`src/rtl/serial_add_ctrl.sv`:
```
// Bit-serial adder controller: one full-adder cell (two half-adder stages plus a carry flop)
// reused for WIDTH cycles, LSB first. Define SERIAL_ADD_SUB_EN to add a 'sub' port for a - b.
module serial_add_ctrl #(
   parameter int WIDTH = 8
) (
   input  logic             clk,
   input  logic             rst,
`ifdef SERIAL_ADD_SUB_EN
   input  logic             sub,
`endif
   input  logic             in_valid,
   output logic             in_ready,
   input  logic [WIDTH-1:0] a,
   input  logic [WIDTH-1:0] b,
   output logic             out_valid,
   input  logic             out_ready,
   output logic [WIDTH-1:0] result,
   output logic             cout,
   output logic             busy
);

   localparam int CW = (WIDTH > 1) ? $clog2(WIDTH) : 1;

   typedef enum logic [1:0] {
      IDLE  = 2'd0,
      SHIFT = 2'd1,
      DONE  = 2'd2
   } state_t;

   state_t           r_state;
   state_t           w_nextState;
   logic [WIDTH-1:0] r_sha;
   logic [WIDTH-1:0] r_shb;
   logic [WIDTH-1:0] r_result;
   logic [WIDTH-1:0] w_resultNext;
   logic [CW-1:0]    r_count;
   logic             r_carry;
   logic             r_cout;
   logic             r_outValid;
   logic             w_p;
   logic             w_g;
   logic             w_sum;
   logic             w_carryNext;
   logic             w_lastBit;
   logic             w_subSel;

`ifdef SERIAL_ADD_SUB_EN
   assign w_subSel = sub;
`else
   assign w_subSel = 1'b0;
`endif

   assign w_p         = r_sha[0] ^ r_shb[0];
   assign w_g         = r_sha[0] & r_shb[0];
   assign w_sum       = w_p ^ r_carry;
   assign w_carryNext = w_g | (w_p & r_carry);
   assign w_lastBit   = (r_count == CW'(WIDTH - 1));

   // New sum bit enters at the MSB so the LSB-first stream lands in place after WIDTH shifts.
   generate
      if (WIDTH == 1) begin : g_single
         assign w_resultNext = w_sum;
      end else begin : g_multi
         assign w_resultNext = {w_sum, r_result[WIDTH-1:1]};
      end
   endgenerate

   always_ff @(posedge clk or posedge rst) begin
      if (rst) begin
         r_state <= IDLE;
      end else begin
         r_state <= w_nextState;
      end
   end

   always_comb begin
      w_nextState = r_state;
      case (r_state)
         IDLE:    if (in_valid)  w_nextState = SHIFT;
         SHIFT:   if (w_lastBit) w_nextState = DONE;
         DONE:    if (out_ready) w_nextState = IDLE;
         default: w_nextState = IDLE;
      endcase
   end

   // Subtraction reuses the adder as a + ~b + 1, so the carry-out doubles as "no borrow".
   always_ff @(posedge clk or posedge rst) begin
      if (rst) begin
         r_sha      <= '0;
         r_shb      <= '0;
         r_carry    <= 1'b0;
         r_count    <= '0;
         r_result   <= '0;
         r_cout     <= 1'b0;
         r_outValid <= 1'b0;
      end else begin
         r_outValid <= (w_nextState == DONE);
         case (r_state)
            IDLE: begin
               if (in_valid) begin
                  r_sha   <= a;
                  r_shb   <= w_subSel ? ~b : b;
                  r_carry <= w_subSel;
                  r_count <= '0;
               end
            end
            SHIFT: begin
               r_sha    <= r_sha >> 1;
               r_shb    <= r_shb >> 1;
               r_carry  <= w_carryNext;
               r_result <= w_resultNext;
               r_count  <= r_count + CW'(1);
               if (w_lastBit) begin
                  r_cout <= w_carryNext;
               end
            end
            default: ;
         endcase
      end
   end

   assign in_ready  = (r_state == IDLE);
   assign busy      = (r_state != IDLE);
   assign out_valid = r_outValid;
   assign result    = r_result;
   assign cout      = r_cout;

endmodule
```
`config.mk`:
```
export PLATFORM = sky130hd
export DESIGN_NAME = serial_add_ctrl
export DESIGN_NICKNAME = d
export VERILOG_FILES = /design/src/rtl/serial_add_ctrl.sv
export SDC_FILE = /design/constraint.sdc
export NUM_CORES = 1
export LEC_CHECK = 0
export CORE_MARGIN = 10
export CORE_UTILIZATION = 56
export CTS_BUF_LIST = sky130_fd_sc_hd__clkbuf_4
export DETAILED_ROUTE_END_ITERATION = 6
export PLACE_DENSITY = 0.87
export SKIP_CTS_REPAIR_TIMING = 1
export SLEW_MARGIN = 10
export SYNTH_ARGS = -nofsm -noshare
export SYNTH_HDL_FRONTEND = slang
export SYNTH_SLANG_ARGS = --single-unit
```
`constraint.sdc`:
```
create_clock -name clk -period 3.9 [get_ports clk]
set_input_delay 1.17 -clock clk [delete_from_list [all_inputs] [get_ports clk]]
set_output_delay 1.17 -clock clk [all_outputs]
set_load 0.02 [all_outputs]
```
### Word level (Yosys, flattened, before mapping)

Cells that the tools add are included.
Widths: inputs -> output; s select.

| word-level totals | value |
|---|---|
| input port bits | 20 |
| flip-flop bits (word level) | 32 |

| cells by class | value |
|---|---|
| reductions and logical operators | 5 |
| muxes and demuxes | 12 |
| bitwise operators | 5 |
| add/sub/neg operators | 1 |
| equal/unequal tests | 5 |

Operators by type and width:

| operator | count |
|---|---|
| $pmux 8 s2 | 2 |
| $mux 8 | 2 |
| $mux 2 | 3 |
| $pmux 2 s3 | 1 |
| $pmux 3 s2 | 1 |
| $eq 2x2->1 const B | 2 |
| $reduce_and 2->1 | 2 |
| $reduce_bool 2->1 | 2 |
| $add 3x1->3 const B | 1 |
| $eq 3x3->1 const B | 1 |
| $mux 3 | 1 |
| $and 1x1->1 | 2 |
| $eq 2x1->1 const B | 1 |
| $logic_not 2->1 | 1 |
| $ne 2x2->1 const B | 1 |
| $pmux 1 s2 | 1 |
| $xor 1x1->1 | 2 |
| $mux 1 | 1 |
| $or 1x1->1 | 1 |

### Logic depth before layout (Yosys ltp)

Gate-level depths: netlist of the first run.

| depth | value |
|---|---|
| depth after elaboration | 4 |
| mapped depth | 5 |
| mapped depth without buffers | 4 |

### Worst setup path after synthesis of the first run

OpenSTA, ideal clock, no wires.

| timing path | value |
|---|---|
| path kind | register -> output |
| from | register r_state[0] |
| to | output port busy |
| data required time | 2,730 ps |
| arrival time | 1,281 ps |
| setup slack | 1,449 ps |
| cell stages (with the launch flop) | 4 |
| path through | dfrtp_1 > buf_6 > nor2_1 > inv_1 |

| on the way | value |
|---|---|
| longest elaborated chain between the ends | 1 |

Ends and longest elaborated chain:

| what | RTL line | text |
|---|---|---|
| from (decl) | 30 | `state_t r_state;` |
| from (signal assigned) | 72 | `r_state <= w_nextState;` |
| $reduce_bool 2->1 | 123 | `assign busy = (r_state != IDLE);` |
| to (decl) | 19 | `output logic busy` |

No other way between the ends.

### Worst setup path in the final report of the first run

| timing path | value |
|---|---|
| from | register r_state[1] |
| to | output port in_ready |

| on the way | value |
|---|---|
| longest elaborated chain between the ends | 1 |

Ends and longest elaborated chain:

| what | RTL line | text |
|---|---|---|
| $logic_not 2->1 | 122 | `assign in_ready = (r_state == IDLE);` |
| to (decl) | 12 | `output logic in_ready,` |

No other way between the ends.

==> flow_summary.yaml, run 1 <==
synth:
  syn_avg_cell_area_um2: 11.7
  syn_inst: 127
  ys_ff_latch: 32
  async_flop_share: 1.00
  synthFlopType: "dfrtp_1"
  netlist_area_um2: 1490
  ys_seq_area_frac: 0.537
  synth.net_count: 150
  synthDistinctLibCells: 24
  yosys_warnings: 0
  synth-edff-count: 0
critical_path:
  critPathBufInv: 1
  crit_required_ns: 2.73
  crit_chain: "nor2_1 -> clkdlybuf4s50_1"
  crit_fanout: 24
  critPathLaunchType: "flip-flop"
  worst_path_largest_cell_delay_ns: 0.73
  arrival_ns: 2.31
  cp_top_family: "buffers and inverters"
  slowest_stage: "clkdlybuf4s50_1"
  crit_type: "flip-flop to output port"
  endpoint_kind: "output port"
floorplanning:
  start_util: 0.596
  core-area_um2: 2500
  io_pins: 32
  die_width_um: 71.6
  die_area_um2: 5120
  rows: 18
  fp.dieH_um: 71.6
grt:
  grt_pass1_wl_mm: 4.97
  grt_pass1_vias: 1134
  grt_max_degree: 33
  antenna_found_initial: 0
  grt_overflow: 0
  grt_usage: 0.118
cells_and_area:
  diodes: 0
  final_cell_area_um2: 1840
  final_nets: 180
  fillers: 184
  final_core_util: 0.737
  layout_common_cells: "dfrtp_1 (32), clkdlybuf4s50_1 (31), inv_1 (19)"
  final_common_cell: "dfrtp_1"
  drive_gt1_frac: 0.120
  syn2layout_area_growth_pct: 23.7
flow_run:
  drv_cap: 0
timing:
  min_period_over_period: 0.893
  rsz0062_at_grt: "false"
  setup_viol: 0
  maxSlewHeadroom: 0.526
  period_needed_ns: 3.48
  timing.fmax_mhz: 287
  hold_viol: 0
  tightest_slew_ns: 0.710
  fin_setup_tns_ns: 0
  slew_viol_final: 0
  skew_ns: 0.00867
pwr:
  p_sw_frac: 0.365
  leakage_uw: 0.000834
  comb_power_share: 0.474
  p_seq_frac: 0.398
  vdd_ir_drop_max_uv: 519
  power_density_nw_per_um2: 787
  p_switching_uw: 530
  internal_power_uw: 921
  power_frac_clock: 0.128
  p_total_uw: 1450
clocking:
  clock-root-buffer: "clkbuf_4"
  h-tree-depth: 2
  cts_buffer_depth: 2
  cts_tree: "yes"
  path_clk_slew_ns: 0.09
  numClockSinks: 32
  cts-buffers-inserted: 5
  clkLatencyLatePin_ns: 0.32
worst_hold_path:
  min_path_type: "flip-flop to flip-flop"
route:
  drtPass1Iterations: 6
  avgViaCountPerCell: 5.70
  drcViolationCount: 0
  wl_per_cell_um: 15.3
  drt_iter0_markers: 65
  drt.antenna.violating_nets: 0
  routed_wl_mm: 2.87
  routed-via-count: 1072
placed_design:
  placed_area_um2: 1790
  gp_congestion: 0.733
  dp_hpwl_mm: 2.04
  port_buffers: 31
status:
  status: "complete, no violations"
==> layout make-up <==
type	instances	area, um2	area share
clock inverters	1	3.75	0.00204
well taps	30	37.5	0.0204
multi-input cells	66	552	0.299
flip-flops and latches	32	801	0.434
repair buffers	33	325	0.177
inverters	19	71.3	0.0387
clock buffers	7	52.6	0.0285
==> worst reg2reg max path: stages (launching register included) <==
cell and delay (ns):
dfrtp_1 0.81, nor2_1 0.35, a222oi_1 0.37
==> registers in the layout (all words and copies together), names as in the netlist <==
name and count:
r_sha 8, r_count 3, out_valid 1, cout 1, r_shb 8, r_carry 1
result 8, r_state 2
==> per-stage QoR <==
stage / cells / setup slack (ns) / hold slack [ns]
final: 188 / 0.416 / 0.517
after global routing: 188 / 0.289 / 0.546
after CTS: 188 / 0.408 / 0.511
after detailed placement: 180 / 0.779 / 0.490
after global placement: 180 / 0.842 / 0.475
after floorplan: 127 / 1.45 / 0.457
==> layer usage <==
| metal | up-vias | wire length (um) | global-route usage | part of all wire |
|---|---|---|---|---|
| met3 | 7 | 183 | 0.0413 | 0.064 |
| met1 | 517 | 1250 | 0.133 | 0.44 |
| met4 | 0 | 42 | 0.0516 | 0.015 |
| met5 | - | 0 | 0 | 0 |
| li1 | 509 | - | - | - |
| met2 | 39 | 1390 | 0.196 | 0.48 |
==> synth_stat cells, types with 2 or more instances <==
master / count / area share
nor4b_1: 8 / 0.047
a222oi_1: 6 / 0.040
nor2_1: 9 / 0.023
clkbuf_1: 2 / 0.0050
nor2b_1: 6 / 0.025
buf_2: 5 / 0.017
nand2b_1: 4 / 0.017
a221oi_1: 8 / 0.047
dfrtp_1: 32 / 0.54
a22o_1: 2 / 0.012
buf_6: 3 / 0.023
o21ai_0: 2 / 0.0067
ha_1: 2 / 0.017
mux2_2: 7 / 0.053
inv_1: 19 / 0.048
a32o_1: 2 / 0.013
mux2i_1: 3 / 0.020
==> cells by family after synthesis <==
logic type	synth area share
buffers and inverters	0.0924
AO/OA/AOI/OAI	0.141
flip-flops	0.537
adder cells (fa/ha/maj)	0.0302
AND/OR/NAND/NOR	0.126
multiplexers	0.0731
==> power groups by stage <==
stage	Sequential [uW]	Clock, uW	Combinational (uW)
after CTS	576	193	698
after floorplan	621	0	456
after detailed placement	583	0	696
final	577	186	688
after global placement	574	0	670
after global routing	598	209	759
==> path summary, 6_finish.rpt <==
| path | start | endpoint | slack (ns) | depth (start not counted) |
|---|---|---|---|---|
| max reg2reg | r_state[1] | r_sha[2] | 2.27 | 2 |
| min reg2reg | r_count[2] | r_count[2] | 0.52 | 1 |
| min | r_count[2] | r_count[2] | 0.52 | 1 |
| max in group asynchronous | rst | r_state[0] | 2.39 | 3 |
| max | r_state[1] | in_ready | 0.42 | 2 |
| min in group asynchronous | rst | r_sha[1] | 1.22 | 3 |
No activity file was read; power rests on OpenSTA's default activity.
==> inputs of run 2 (changes only) <==
- GPL_TIMING_DRIVEN: unset -> 1
==> results of run 2 <==
Final layout, timing and power as in run 1 (identical DEF).
==> inputs of run 3 (changes only) <==
- CORE_MARGIN: 10 -> 2
- CTS_CLUSTER_DIAMETER: unset -> 200
==> run 3 against run 2 <==
Net effect:
- clock-buffer cell count unchanged
- clock skew is 0.0014 ns higher
- highest routed layer unchanged
- non-clock buffer count unchanged
- the run now ends with DRC left
- via count grew 2.4%
- die area is 40% lower
- largest cell class unchanged
==> flow_summary.yaml, run 3 (same netlist as run 1, synthesis figures left out) <==
cells_and_area:
  diodes: 0
  layout_common_cells: "dfrtp_1 (32), clkdlybuf4s50_1 (31), inv_1 (19)"
  final_common_cell: "dfrtp_1"
  drive_gt1_frac: 0.120
  final_nets: 180
  syn2layout_area_growth_pct: 23.7
grt:
  antenna_found_initial: 0
  grt_pass1_vias: 1104
  grt_pass1_wl_mm: 4.64
  grt_overflow: 0
  grt_max_degree: 33
  grt_usage: 0.194
placed_design:
  port_buffers: 31
  dp_hpwl_mm: 1.86
  gp_congestion: 0.706
critical_path:
  worst_path_largest_cell_delay_ns: 0.72
  critPathLaunchType: "flip-flop"
  crit_fanout: 24
  crit_chain: "nor2_1 -> clkdlybuf4s50_1"
  arrival_ns: 2.30
  crit_path_start: "r_state[1]"
  reg2reg_depth: 2
  cp_top_family: "buffers and inverters"
  critPathBufInv: 1
  crit_required_ns: 2.73
  regToRegStartpoint: "r_state[1]"
  crit_type: "flip-flop to output port"
  endpoint_kind: "output port"
  slowest_stage: "clkdlybuf4s50_1"
  cp.depth: 2
floorplanning:
  rows: 18
  fp.dieH_um: 55.6
  die_width_um: 55.6
  start_util: 0.596
  io_pins: 32
  core-area_um2: 2500
  die_area_um2: 3090
worst_hold_path:
  min_path_type: "flip-flop to flip-flop"
  hold_start: "r_shb[7]"
  whs_path_depth: 1
clocking:
  numClockSinks: 32
  h-tree-depth: 2
  clock-root-buffer: "clkbuf_4"
  cts_tree: "yes"
  path_clk_slew_ns: 0.10
  clkLatencyLatePin_ns: 0.33
  cts-buffers-inserted: 5
  cts_buffer_depth: 2
timing:
  rsz0062_at_grt: "false"
  period_needed_ns: 3.47
  hold_viol: 0
  fin_setup_tns_ns: 0
  skew_ns: 0.0100
  timing.fmax_mhz: 288
  setup_viol: 0
  tightest_slew_ns: 0.729
  slew_viol_final: 0
  min_period_over_period: 0.889
  maxSlewHeadroom: 0.514
pwr:
  leakage_uw: 0.000834
  p_total_uw: 1450
  vdd_ir_drop_max_uv: 515
  power_density_nw_per_um2: 789
route:
  routed_wl_mm: 2.70
  drt.antenna.violating_nets: 0
  drtPass1Iterations: 7
  drt_iter0_markers: 32
  avgViaCountPerCell: 5.84
  routed-via-count: 1098
  wl_per_cell_um: 14.4
  drcViolationCount: 1
status:
  status: "complete, but fails checks"
  violations: "DRC"
flow_run:
  drv_cap: 0
-- run 3: power breakdown --
part / switching, uW / internal (uW)
registers: 85.4 / 490
clock network: 104 / 83.1
logic: 343 / 347
total: 532 / 921
-- run 3: layout make-up --
cell class                      instances  area [um2]
Clock buffer                            7        52.6
Clock inverter                          1        3.75
Fill cell                             182         657
Inverter                               19        71.3
Multi-Input combinational cell         66         552
Sequential cell                        32         801
Tap cell                               30        37.5
Timing Repair Buffer                   33         325
-- run 3: worst register-to-register path, stage by stage, from the launching register on --
cell and delay (ns):
dfrtp_1 0.82, nor2_1 0.34, a222oi_1 0.41
-- run 3: per-stage QoR --
step           cells  setup slack [ns]  cell area, um2   util  hold slack, ns
2_1_floorplan    127              1.45            1490      -           0.457
3_3_place_gp     180             0.858            1790  0.715           0.473
3_5_place_dp     180             0.816            1790  0.715           0.486
4_1_cts          188             0.452            1840  0.737           0.509
5_1_grt          188             0.249            1840  0.737           0.530
6_report         188             0.431            1840  0.737           0.507
-- run 3: final timing paths --
path	endpoint	slack, ns
worst max-delay path	in_ready	0.43
worst min-delay path	r_shb[7]	0.51
worst max register to register	r_sha[0]	2.22
worst min register to register	r_shb[7]	0.51
max in group asynchronous	r_shb[5]	2.39
min in group asynchronous	r_sha[3]	1.22
-- run 3: metal layers --
layer  GRT usage  wire (um)  up-vias
li1            -          -      508
met1       0.222       1150      543
met2       0.328       1360       42
met3      0.0512        147        5
met4       0.111         48        0
met5           0          0        -
